<file path="src/rtl/vga_timing_pkg.sv">
// Shared VGA timing constants (640x480@60 defaults), total-length derivation
// and counter width helper for the Pong display path.
package vga_timing_pkg;

  localparam int DEF_H_ACTIVE = 640;
  localparam int DEF_H_FP     = 16;
  localparam int DEF_H_SYNC   = 96;
  localparam int DEF_H_BP     = 48;
  localparam int DEF_V_ACTIVE = 480;
  localparam int DEF_V_FP     = 10;
  localparam int DEF_V_SYNC   = 2;
  localparam int DEF_V_BP     = 33;

  function automatic int line_total(int act, int fp, int sync, int bp);
    return act + fp + sync + bp;
  endfunction

  // Never narrower than one bit so degenerate totals still elaborate.
  function automatic int cnt_w(int total);
    return (total <= 2) ? 1 : $clog2(total);
  endfunction

endpackage

</file>
<file path="src/rtl/vga_sync_delay.sv">
// Enable-gated shift register with a programmable reset value; used to align
// sync/active with renderer latency. DEPTH 0 degenerates to a wire.
module vga_sync_delay #(
  parameter int                DEPTH   = 2,
  parameter int                WIDTH   = 1,
  parameter logic [WIDTH-1:0]  RST_VAL = '0
) (
  input  logic             clk,
  input  logic             rst,
  input  logic             en,
  input  logic [WIDTH-1:0] d,
  output logic [WIDTH-1:0] q
);

  generate
    if (DEPTH == 0) begin : g_wire
      logic unused_ctl;
      assign unused_ctl = ^{clk, rst, en};
      assign q = d;
    end else begin : g_pipe
      logic [DEPTH-1:0][WIDTH-1:0] pipe;

      always_ff @(posedge clk) begin
        if (rst) begin
          pipe <= {DEPTH{RST_VAL}};
        end else if (en) begin
          pipe[0] <= d;
          for (int i = 1; i < DEPTH; i++) pipe[i] <= pipe[i-1];
        end
      end

      assign q = pipe[DEPTH-1];
    end
  endgenerate

endmodule

</file>
<file path="src/rtl/vga_timing_gen.sv">
// VGA timing generator and pin output stage: col/row counters, sync windows,
// latency-matched sync and blanked RGB. VGA_TIMING_FRAME_CNT_EN adds o_Frame_Count.
module vga_timing_gen
  import vga_timing_pkg::*;
#(
  parameter int   VIDEO_WIDTH = 3,
  parameter int   H_ACTIVE    = DEF_H_ACTIVE,
  parameter int   H_FP        = DEF_H_FP,
  parameter int   H_SYNC      = DEF_H_SYNC,
  parameter int   H_BP        = DEF_H_BP,
  parameter int   V_ACTIVE    = DEF_V_ACTIVE,
  parameter int   V_FP        = DEF_V_FP,
  parameter int   V_SYNC      = DEF_V_SYNC,
  parameter int   V_BP        = DEF_V_BP,
  parameter logic SYNC_POL    = 1'b0,
  parameter int   VIDEO_DELAY = 2,
  localparam int  H_TOTAL     = line_total(H_ACTIVE, H_FP, H_SYNC, H_BP),
  localparam int  V_TOTAL     = line_total(V_ACTIVE, V_FP, V_SYNC, V_BP),
  localparam int  CW          = cnt_w(H_TOTAL),
  localparam int  RW          = cnt_w(V_TOTAL)
) (
  input  logic                   i_Clk,
  input  logic                   i_Rst,
  input  logic                   i_En,
  input  logic [VIDEO_WIDTH-1:0] i_Red_Video,
  input  logic [VIDEO_WIDTH-1:0] i_Grn_Video,
  input  logic [VIDEO_WIDTH-1:0] i_Blu_Video,
  output logic [CW-1:0]          o_Col_Count,
  output logic [RW-1:0]          o_Row_Count,
  output logic                   o_Active,
  output logic                   o_Line_Start,
  output logic                   o_Frame_Start,
  output logic                   o_HSync,
  output logic                   o_VSync,
  output logic [VIDEO_WIDTH-1:0] o_Red_Video,
  output logic [VIDEO_WIDTH-1:0] o_Grn_Video,
  output logic [VIDEO_WIDTH-1:0] o_Blu_Video
`ifdef VGA_TIMING_FRAME_CNT_EN
  ,output logic [15:0]           o_Frame_Count
`endif
);

  localparam logic [CW-1:0] H_LAST = CW'(H_TOTAL - 1);
  localparam logic [CW-1:0] H_ACT  = CW'(H_ACTIVE);
  localparam logic [CW-1:0] H_SS   = CW'(H_ACTIVE + H_FP);
  localparam logic [CW-1:0] H_SE   = CW'(H_ACTIVE + H_FP + H_SYNC - 1);
  localparam logic [RW-1:0] V_LAST = RW'(V_TOTAL - 1);
  localparam logic [RW-1:0] V_ACT  = RW'(V_ACTIVE);
  localparam logic [RW-1:0] V_SS   = RW'(V_ACTIVE + V_FP);
  localparam logic [RW-1:0] V_SE   = RW'(V_ACTIVE + V_FP + V_SYNC - 1);

  logic [CW-1:0] col;
  logic [RW-1:0] row;
  logic          col_last, row_last;

  assign col_last = (col == H_LAST);
  assign row_last = (row == V_LAST);

  always_ff @(posedge i_Clk) begin
    if (i_Rst) begin
      col <= '0;
      row <= '0;
    end else if (i_En) begin
      if (col_last) begin
        col <= '0;
        row <= row_last ? '0 : row + 1'b1;
      end else begin
        col <= col + 1'b1;
      end
    end
  end

  logic hs_on, vs_on, active, raw_hs, raw_vs;

  assign hs_on  = (col >= H_SS) && (col <= H_SE);
  assign vs_on  = (row >= V_SS) && (row <= V_SE);
  assign active = (col < H_ACT) && (row < V_ACT);
  assign raw_hs = hs_on ? SYNC_POL : ~SYNC_POL;
  assign raw_vs = vs_on ? SYNC_POL : ~SYNC_POL;

  assign o_Col_Count   = col;
  assign o_Row_Count   = row;
  assign o_Active      = active;
  assign o_Line_Start  = (col == '0);
  assign o_Frame_Start = (col == '0) && (row == '0);

  // Pipeline resets to idle sync and blanked video so no stale pulse escapes.
  logic [2:0] dly_q;
  logic       dly_hs, dly_vs, dly_act;

  vga_sync_delay #(
    .DEPTH  (VIDEO_DELAY),
    .WIDTH  (3),
    .RST_VAL({~SYNC_POL, ~SYNC_POL, 1'b0})
  ) u_sync_delay (
    .clk(i_Clk),
    .rst(i_Rst),
    .en (i_En),
    .d  ({raw_hs, raw_vs, active}),
    .q  (dly_q)
  );

  assign {dly_hs, dly_vs, dly_act} = dly_q;

  always_ff @(posedge i_Clk) begin
    if (i_Rst) begin
      o_HSync     <= ~SYNC_POL;
      o_VSync     <= ~SYNC_POL;
      o_Red_Video <= '0;
      o_Grn_Video <= '0;
      o_Blu_Video <= '0;
    end else if (i_En) begin
      o_HSync     <= dly_hs;
      o_VSync     <= dly_vs;
      o_Red_Video <= dly_act ? i_Red_Video : '0;
      o_Grn_Video <= dly_act ? i_Grn_Video : '0;
      o_Blu_Video <= dly_act ? i_Blu_Video : '0;
    end
  end

`ifdef VGA_TIMING_FRAME_CNT_EN
  always_ff @(posedge i_Clk) begin
    if (i_Rst)                             o_Frame_Count <= '0;
    else if (i_En && col_last && row_last) o_Frame_Count <= o_Frame_Count + 16'd1;
  end
`else
  // Frame counter not built.
`endif

endmodule
</file>
<file path="config.mk">
export PLATFORM = sky130hd
export DESIGN_NAME = vga_timing_gen
export DESIGN_NICKNAME = d
export VERILOG_FILES = /design/src/rtl/vga_timing_pkg.sv /design/src/rtl/vga_sync_delay.sv /design/src/rtl/vga_timing_gen.sv
export SDC_FILE = /design/constraint.sdc
export NUM_CORES = 1
export LEC_CHECK = 0
export BUFFER_PORTS_ARGS = -buffer_cell sky130_fd_sc_hd__buf_2
export CAP_MARGIN = 10
export CORE_AREA = 2 2 88 90
export CTS_BUF_LIST = sky130_fd_sc_hd__clkbuf_8 sky130_fd_sc_hd__clkbuf_16
export DETAILED_ROUTE_END_ITERATION = 10
export DIE_AREA = 0 0 90 92
export PLACE_DENSITY = 0.53
export SYNTH_ARGS = -nofsm -noshare
export SYNTH_HDL_FRONTEND = slang
export SYNTH_SLANG_ARGS = --single-unit
</file>
<file path="constraint.sdc">
create_clock -name i_Clk -period 1.44 [get_ports i_Clk]
set_clock_uncertainty 0.05 [all_clocks]
set_input_delay 0.288 -clock i_Clk [delete_from_list [all_inputs] [get_ports i_Clk]]
set_output_delay 0.288 -clock i_Clk [all_outputs]
set_load 0.05 [all_outputs]
</file>
==> results.env <==
MAPPED_AREA_UM2=1780
SLEW_VIOLATIONS=0
YOSYS_WARNINGS=0
ROUTABILITYCONGESTION=0.769
CLOCK_SINKS=37
SYNTH-EDFF-COUNT=0
CLOCK_TREE_FROM_TRITONCTS='yes'
FINAL_ANTENNA_NET_COUNT=0
PATH_MAX_FANOUT=2
SYNTH_SEQUENTIAL_AREA_RATIO=0.416
CP.REQUIRED_NS=1.10
MAX_SLEW_MARGIN=0.778
HOLDCRITPATHCLASS='input port to flip-flop'
TOTALWIRELENGTH_UM=5320
GRT_ANTENNA_BEFORE_REPAIR=0
FINALCOREUTILIZATION=0.411
KIND_OF_START_POINT_OF_THE_CRITICAL_PATH='flip-flop'
DRT_FIRST_ITER_VIOLATIONS=48
POSTSYNTHNETCOUNT=216
REMAINING_DRC_ERRORS=0
ANTENNA_CELLS=0
GLOBAL_ROUTE.OVERFLOW_TOTAL=0
INITIAL_UTILIZATION=0.239
FLOORPLAN.DIE_AREA_UM2=8280
DP_SLACK_NS=-0.421
SYNTH-ASYNC-RESET-RATIO=0
YOSYS_MOST_USED_DFF='sky130_fd_sc_hd__dfxtp_1'
WHS_NS=0.183
FIN_CRIT_SH=1.37
NUM_VIAS=1753
CAP_VIOL_MAX_COUNT=0
MULTI_INPUT_AREA_UM2=1210
DIE_WIDTH_UM=90
DRIVE_GT1_FRAC=0.570
WORST_PIN_SLEW_NS=0.329
POWER.DENSITY_CELL_AREA_nW_PER_UM2=665
DETAILEDPLACEMENTHPWL_UM=3760
TIMING_HOLD_VIOLATIONS_FINAL=0
FF_LATCH_AREA_UM2=788
FLOORPLAN.CORE_AREA_UM2=7450
SETUP_WS_NS=-0.529
CP-END-KIND='primary output'
LEAKAGE_nW=1.34
COMBINED_GLOBAL_ROUTE_UTILIZATION_OF_ALL_METAL_LAYERS=0.132
WIRE_PER_INST_UM=13.2
AREA_DELTA_SYNTH_FINAL_PCT=71.8
NETLIST.TOP_CELL.BY_AREA='sky130_fd_sc_hd__dfxtp_1'
VIA_COUNT_OF_THE_FIRST_GLOBAL_ROUTING_PASS=1767
VDD.IR_DROP.WORST_mV=0.547
MIN_PERIOD_NS=1.97
CTS_INSERTED_BUFFERS=5
DRT_FIRST_PASS_ITERS=4
GRT_FIRST_PASS_WIRELENGTH_UM=8820
YOSYS.AREA.TOP_TYPE_SHARE=0.416
PLACE.PORT_BUFFERS=45
SYNTH.MOST_COMMON_CELL='sky130_fd_sc_hd__dfxtp_1'
POST_DRT_VIA_CELL_RATIO=4.36
CRIT_TYPE='flip-flop to primary output'
SYNTH.DISTINCT_CELLS=39
IOS=46
CLOCK_LATENCY_ON_THE_WORST_SKEW_PAIR_NS=0.29
GRT_SETUP_UNREPAIRED='yes'
YS_TOP_CELLS_BY_COUNT='37 x sky130_fd_sc_hd__dfxtp_1, 21 x sky130_fd_sc_hd__nor2_1, 13 x sky130_fd_sc_hd__nor3_1, 11 x sky130_fd_sc_hd__a21oi_1, 11 x sky130_fd_sc_hd__nand3_1'
RESULT_OF_THE_RUN='complete, but fails checks'
FMAX_MHz=508
PATH_CLK_SLEW_NS=0.07
SETUP_VIOLATIONS=24
DIEHEIGHT_UM=92
GRT_START_MAX_NET_PINS=24
ACCUMULATED_NEGATIVE_SETUP_SLACK_NS=-4.52
FAILING_CHECKS='setup timing'
TOTAL_POWER_mW=2.04
CLK_PATH_BUF_DEPTH=2
FILLCELLCOUNT=751
ROOT_BUFFER='sky130_fd_sc_hd__clkbuf_8'
YS_SEQ_ELEMENTS=37
SYN-INSTANCE-COUNT=199
NETS=316
FLOORPLAN.ROWS=32
YOSYS-TOP-CELLS-AREA='sky130_fd_sc_hd__dfxtp_1 42%, sky130_fd_sc_hd__nor2_1 4.4%, sky130_fd_sc_hd__mux2i_1 3.9%, sky130_fd_sc_hd__nor3_1 3.7%, sky130_fd_sc_hd__ha_1 3.5%'
HTREE_LEVELS=2
WORST_EP_ARRIVAL_TIME_NS=1.63
POSTSYNTHAREAPERCELL_UM2=8.95
## logic make-up (layout without fill, tap and decap cells)
group / count (synthesis) / after routing / share of synthesized area
AOI/OAI and AO/OA: 21 / 21 / 0.0716
xor gates and xnor gates: 14 / 14 / 0.0688
adders and majority gates: 5 / 5 / 0.0351
buffers and inverters: 20 / 121 / 0.0477
DFF: 37 / 37 / 0.416
muxes: 7 / 7 / 0.0393
and+or+nand+nor: 95 / 95 / 0.322
## layout by cell type, fill, tap and decap left out, types with 7 or more instances in the layout
| cell | count |
|---|---|
| sky130_fd_sc_hd__mux2i_1 | 7 |
| sky130_fd_sc_hd__dfxtp_1 | 17 |
| sky130_fd_sc_hd__nor2_1 | 20 |
| sky130_fd_sc_hd__nor3_1 | 8 |
| sky130_fd_sc_hd__nand2_1 | 10 |
| sky130_fd_sc_hd__dfxtp_2 | 11 |
| sky130_fd_sc_hd__xor2_1 | 7 |
| sky130_fd_sc_hd__dfxtp_4 | 9 |
| sky130_fd_sc_hd__buf_6 | 19 |
| sky130_fd_sc_hd__a21oi_1 | 10 |
| sky130_fd_sc_hd__buf_2 | 33 |
| sky130_fd_sc_hd__nor2b_1 | 10 |
| sky130_fd_sc_hd__buf_4 | 49 |
## final cells by class
type | count | share of cell area
multi-input combinational | 142 | 0.397
timing repair buffer | 106 | 0.268
sequential | 37 | 0.257
tap | 102 | 0.0417
clock buffer | 5 | 0.0225
inverter | 7 | 0.00940
clock inverter | 3 | 0.00450
## state kept, by name, indices dropped and copies added, names as in the netlist
register and count:
o_Blu_Video 3, o_Col_Count 10, o_Grn_Video 3, o_HSync 1, o_Red_Video 3, o_Row_Count 10, o_VSync 1, u_sync_delay.g_pipe.pipe 3
u_sync_delay.q 3
## path summary, 6_finish.rpt
kind	start	end	slack, ns	cells after the start
setup / recovery	o_Col_Count[1]	o_Frame_Start	-0.53	7
hold / removal	i_Blu_Video[0]	o_Blu_Video[0]	0.18	3
hold reg to reg	o_VSync	o_VSync	0.42	2
setup reg to reg	o_Col_Count[1]	o_Row_Count[1]	-0.26	9
## metrics by stage
stage,area (um^2),std cells
after floorplan,1970,199
final,3060,402
after CTS,2890,395
after global placement,2590,379
after detailed placement,2590,379
after global routing,3060,402
## critical path, cell delays in order, from the launching register on
cell	delay, ns
sky130_fd_sc_hd__dfxtp_4	0.36
sky130_fd_sc_hd__inv_4	0.06
sky130_fd_sc_hd__ha_4	0.11
sky130_fd_sc_hd__nor4b_4	0.17
sky130_fd_sc_hd__nand2_1	0.12
sky130_fd_sc_hd__nor3_4	0.15
sky130_fd_sc_hd__and4_4	0.24
sky130_fd_sc_hd__buf_8	0.14
## power by group
| part | switching [mW] | total, mW | internal, mW |
|---|---|---|---|
| Clock | 0.370 | 0.699 | 0.329 |
| Sequential | 0.0106 | 1.04 | 1.03 |
| Combinational | 0.165 | 0.302 | 0.137 |
## layer usage
layer,vias up,part of all wire,GRT usage
li1,898,-,-
met1,805,0.46,0.173
met2,46,0.48,0.219
met3,4,0.043,0.0296
met4,0,0.0088,0.0385
met5,-,0,0
## repair_timing
action | in CTS | in global routing
hold buffers | 0 | 0
buffers inserted | 9 | 10
pin swaps | 13 | 22
gates resized for setup | 40 | 33
setup endpoints to repair | 26 | 30
(Power assumes the default switching activity.)
